==> src/rtl/handshake_tx.sv <==
// Sending end of a 4-phase req/ack handshake; ack_in is resynchronized internally.
// Optional per-phase timeout abort is built when HANDSHAKE_TX_TIMEOUT_EN is defined.
module handshake_tx #(
   parameter int unsigned WIDTH       = 8,
   parameter int unsigned SYNC_STAGES = 2,
   parameter int unsigned TIMEOUT_CYC = 255
) (
   input  logic             clk,
   input  logic             rst_n,
   input  logic [WIDTH-1:0] dato_in,
   input  logic             valid_in,
   output logic             ready_out,
   output logic [WIDTH-1:0] dato_out,
   output logic             req_out,
   input  logic             ack_in,
   output logic             busy,
   output logic             err
);

   typedef enum logic [1:0] {StIdle, StReq, StRel} state_e;

   state_e                 state;
   logic [SYNC_STAGES-1:0] ack_sync;
   logic                   ack_s;
   logic                   abort;

   always_ff @(posedge clk or negedge rst_n) begin
      if (!rst_n) begin
         ack_sync <= '0;
      end else begin
         ack_sync <= {ack_sync[SYNC_STAGES-2:0], ack_in};
      end
   end

   assign ack_s     = ack_sync[SYNC_STAGES-1];
   // A stale ack from the receiver must clear before a new word is taken.
   assign ready_out = (state == StIdle) && !ack_s;
   assign busy      = (state != StIdle);

`ifdef HANDSHAKE_TX_TIMEOUT_EN
   localparam int unsigned CntW = $clog2(TIMEOUT_CYC + 1);

   logic [CntW-1:0] cnt;
   logic            leave;
   logic            err_q;

   assign leave = ((state == StReq) && ack_s) || ((state == StRel) && !ack_s) || abort;
   // The normal ack transition has priority over a timeout on the same cycle.
   assign abort = (cnt == CntW'(TIMEOUT_CYC - 1)) &&
                  (((state == StReq) && !ack_s) || ((state == StRel) && ack_s));

   always_ff @(posedge clk or negedge rst_n) begin
      if (!rst_n) begin
         cnt   <= '0;
         err_q <= 1'b0;
      end else begin
         err_q <= abort;
         if ((state == StIdle) || leave) begin
            cnt <= '0;
         end else begin
            cnt <= cnt + CntW'(1);
         end
      end
   end

   assign err = err_q;
`else
   logic unused_timeout_cfg;

   assign unused_timeout_cfg = ^TIMEOUT_CYC;
   assign abort              = 1'b0;
   assign err                = 1'b0;
`endif

   always_ff @(posedge clk or negedge rst_n) begin
      if (!rst_n) begin
         state    <= StIdle;
         req_out  <= 1'b0;
         dato_out <= '0;
      end else begin
         unique case (state)
            StIdle: begin
               if (valid_in && ready_out) begin
                  dato_out <= dato_in;
                  req_out  <= 1'b1;
                  state    <= StReq;
               end
            end
            StReq: begin
               if (ack_s) begin
                  req_out <= 1'b0;
                  state   <= StRel;
               end else if (abort) begin
                  req_out <= 1'b0;
                  state   <= StIdle;
               end
            end
            StRel: begin
               if (!ack_s || abort) begin
                  state <= StIdle;
               end
            end
            default: begin
               req_out <= 1'b0;
               state   <= StIdle;
            end
         endcase
      end
   end

endmodule

==> config.mk <==
export PLATFORM = sky130hd
export DESIGN_NAME = handshake_tx
export DESIGN_NICKNAME = d
export VERILOG_FILES = /design/src/rtl/handshake_tx.sv
export SDC_FILE = /design/constraint.sdc
export NUM_CORES = 1
export LEC_CHECK = 0
export ABC_AREA = 0
export BUFFER_PORTS_ARGS = -buffer_cell sky130_fd_sc_hd__buf_2
export CAP_MARGIN = 20
export CORE_UTILIZATION = 35
export DETAILED_ROUTE_END_ITERATION = 7
export RECOVER_POWER = 50
export SYNTH_ARGS = -nofsm -noshare
export SYNTH_HDL_FRONTEND = slang
export SYNTH_SLANG_ARGS = --single-unit
==> constraint.sdc <==
create_clock -name clk -period 1.8 [get_ports clk]
set_clock_uncertainty 0.2 [all_clocks]
set_input_delay 0.36 -clock clk [delete_from_list [all_inputs] [get_ports clk]]
set_output_delay 0.36 -clock clk [all_outputs]
set_load 0.02 [all_outputs]
== Word level (Yosys, flattened, before mapping) ==
Cells that the tools add are included.

* Word-level logic and storage cells: 25
* Bits in registers: 13

* Equality and inequality tests: 5
* Reductions and logical operators: 8
* Mux-type cells: 7
* Bitwise logic cells: 1

{| class="wikitable"
|+ Operators by type and width
! cell !! number
|-
| 2-to-1 mux 2 bit || 3
|-
| case mux 2 bit (3 select lines) || 1
|-
| AND reduction 3 bit || 2
|-
| inequality test 2 bit (second input constant) || 2
|-
| case mux 1 bit (3 select lines) || 1
|-
| == test 2 x 1 -> 1 bit (second input constant) || 1
|-
| == test 2 bit (second input constant) || 1
|-
| logical AND 1 bit || 2
|-
| logical NOT 2 bit || 1
|-
| 2-to-1 mux 1 bit || 2
|-
| inequality test 2 x 1 -> 1 bit (second input constant) || 1
|-
| AND reduction 2 bit || 1
|-
| nonzero test 2 bit || 1
|-
| logical NOT 1 bit || 1
|-
| NOT 1 bit || 1
|}

== Longest topological paths before layout ==
* Depth after elaboration: 5
* Gate-level depth with buffers: 2
* Depth with buffers taken out: 2

== Worst setup path after synthesis ==
OpenSTA, ideal clock, no wires.

* Path kind: reg2out
* Start point: register state[0]
* End point: output ready_out
* Stages on the path, launching flop included: 3
* Arrival time: 1101 ps
* Path slack: 139 ps
* Path through: dfrtp_1 > or2_2 > nor2_1

* Cells in the longest elaborated chain, start to end: 2

{| class="wikitable"
|+ RTL lines
! item !! line !! RTL
|-
| start, declared || 22 || <nowiki>state_e state;</nowiki>
|-
| start signal, assigned || 77 || <nowiki>state <= StIdle;</nowiki>
|-
| start signal, assigned || 86 || <nowiki>state <= StReq;</nowiki>
|-
| start signal, assigned || 92 || <nowiki>state <= StRel;</nowiki>
|-
| logical NOT 2 bit || 37 || <nowiki>assign ready_out = (state == StIdle) && !ack_s;</nowiki>
|-
| logical AND 1 bit || 37 ||
|-
| end, declared || 12 || <nowiki>output logic ready_out,</nowiki>
|}

No other way between the ends.

== Final worst setup path ==
Ends and elaborated chain as after synthesis.

==> run metrics <==
ys async rst share=1.00; largest net degree at the start of global routing=14; first-pass GRT wire length=approximately 1300 µm; overall global routing resource usage=0.137; fin area=approximately 700 µm²; Post-Route WL=approximately 840 µm; mapped cell area=a little over 500 µm²; synth warn=0; io pins=24; core box area=between 1000 and 1500 µm²; final worst path period share=0.956; DRC viols=0; Synth area leader=dfrtp_1; die area=1600 µm²; max-cap violations=0; CP Class=flip-flop to primary output; mux cell area share after synthesis=0.178; # H-tree levels=1; count leader, synth=dfrtp_1; Root Buffer=clkbuf_4; Cell Chain, Critical Path=or2_4, nor2_2, buf_6; FMAX=between 500 and 600 MHz; CP bufs+invs=1; pwr/cell area=around 1200 nW/µm²; die height=40.0 µm; Final setup violation count=0; Synth Area in Compound Gates=0.0347; total gr overflow=0; Synthesized Nets=44; GPL Wtd Cong=just under 0.6; vias=356; worst path required time=1.24 ns; Horiz. Die Dim=between 40 and 50 µm; hpwl dp=roughly 580 µm; layout cells sized above 1=0.629; Seq/Total Area, Yosys=0.644; global-route met1 utilization=0.176; Max Slew Vio Count=0; fin crit period=1.72 ns; Antenna diodes=0; row count=13; Post-synth top cells=dfrtp_1 (13), mux2_2 (8), nor2_1 (2); ys flop type=dfrtp_1; number of buffers created by CTS=3; met2 Resource Use GR=0.185; Layout area overhead=38.9%; Post-synth EDFFs=0; GR peak layer=met2; Netlist cell types=12; status=finished clean; vias in the first global route=roughly 340; main combinational cell family by area after synthesis=multiplexers; 1st-iter DRT viols=2; clock buffer depth=2; CP Max Fanout=2; Initial Util=0.384; met3 Resource Use GR=0.0500; CTS sink count=13; NumNets Final=75; Critical-path top delay cell=dfrtp_2; Gate Count Post-Synth=32; Crit path max-delay family=flip-flops; Post-Synth Simple-Gate Area=0.104; top post-synthesis cells by area=dfrtp_1 (64%), mux2_2 (18%), nor4b_4 (4.7%); drt via density=roughly 4.6; Setup TNS Final=0 ns; WHS=~0.12 ns; maximum VDD drop=between 0.6 and 0.7 mV; Clock Latency Late Sink=0.27 ns; Post-Synth Adder-Cell Area=0; RSZ-0062 raised after global routing=false; port buffer count=22; fin util=0.533; remaining antenna violation count=0; final hold violation count=0; Clk pin slew, worst setup/hold paths=about 0.080 ns; Slew HR=0.546; First-pass DRT Iterations=2; share of the synthesized area in the top cell type=0.644; Worst Tran Pin Value=0.681 ns; Avg Inst Size Synth=roughly 16 µm²; CTS tree=yes; xor-xnor portion of the synthesized cell area=0.0173; critical path launch point type=flip-flop; initial antenna violation count=0; Worst setup EP type=primary output; Avg WL per Cell=about 11 µm; dpl cell area=between 600 and 700 µm²; Yosys reg bits=13; worst hold path class=primary input to flip-flop; slowest stage delay, CP=0.41 ns; crit path DAT=roughly 1.2 ns; Leakage=0.338 nW
## where the power goes
group | switching (mW) | leakage [nW] | internal (mW)
clock network | 0.0901 | 0.0150 | 0.0857
logic | 0.153 | 0.171 | 0.129
registers | 0.0319 | 0.152 | 0.358
total | 0.275 | 0.338 | 0.572
## kinds of logic after synthesis
family                    count (synthesis)
and+or+nand+nor                           6
other                                     1
muxes                                     8
AOI/OAI and AO/OA                         2
xor gates and xnor gates                  1
buffers and inverters                     1
DFF                                      13
## flip-flops by register name, summed over array words and instances, names as in the netlist
name      count
ack_sync      2
dato_out      8
req_out       1
state         2
## metal layers
layer	up-vias	routed length, µm	part of all wire
met5	-	0	0
met4	0	0	0
met3	0	45	0.054
met2	14	409	0.49
met1	174	383	0.46
li1	168	-	-
## stage by stage
step	setup WS [ns]	power [mW]	instances
global route	0.0137	0.897	77
CTS	0.0128	0.856	77
floorplan	0.139	0.569	32
finish	0.0801	0.847	77
global placement	0.230	0.663	69
detailed placement	0.198	0.664	69
## repair_timing
| action | 4_1_cts | 5_1_grt |
|---|---|---|
| pin swaps | 0 | 1 |
| endpoints found under the setup margin | 1 | 1 |
| cloned | 0 | 0 |
| hold buffers | 2 | 0 |
| gates resized for setup | 1 | 4 |
| hold endpoints to repair | 14 | 0 |
| setup buffers | 2 | 0 |
## final timing paths
path	start	to	slack (ns)	depth (start not counted)
worst min register to register	ack_sync[0]$_DFF_PN0_	ack_sync[1]$_DFF_PN0_	0.16	0
max in group asynchronous	rst_n	state[0]$_DFFE_PN0P_	0.49	2
worst max-delay path	state[0]$_DFFE_PN0P_	ready_out	0.08	3
worst min-delay path	dato_in[2]	dato_out[2]$_DFFE_PN0P_	0.12	2
worst max register to register	state[0]$_DFFE_PN0P_	dato_out[1]$_DFFE_PN0P_	0.11	4
min in group asynchronous	rst_n	dato_out[4]$_DFFE_PN0P_	0.43	2
## final cells by class
type	count	area [µm²]
fill	114	616
sequential	13	327
multi-input combinational	18	178
timing repair buffer	27	153
clock buffer	4	26.3
tap	15	18.8
## cells in the final DEF (no fill, tap or decap), types with 2 or more instances in the layout
cell type,count
dlygate4sd3_1,2
clkbuf_1,4
dfrtp_1,12
buf_4,2
buf_2,19
mux2_2,8
clkbuf_4,3
Power figures use the tool's default switching activity.
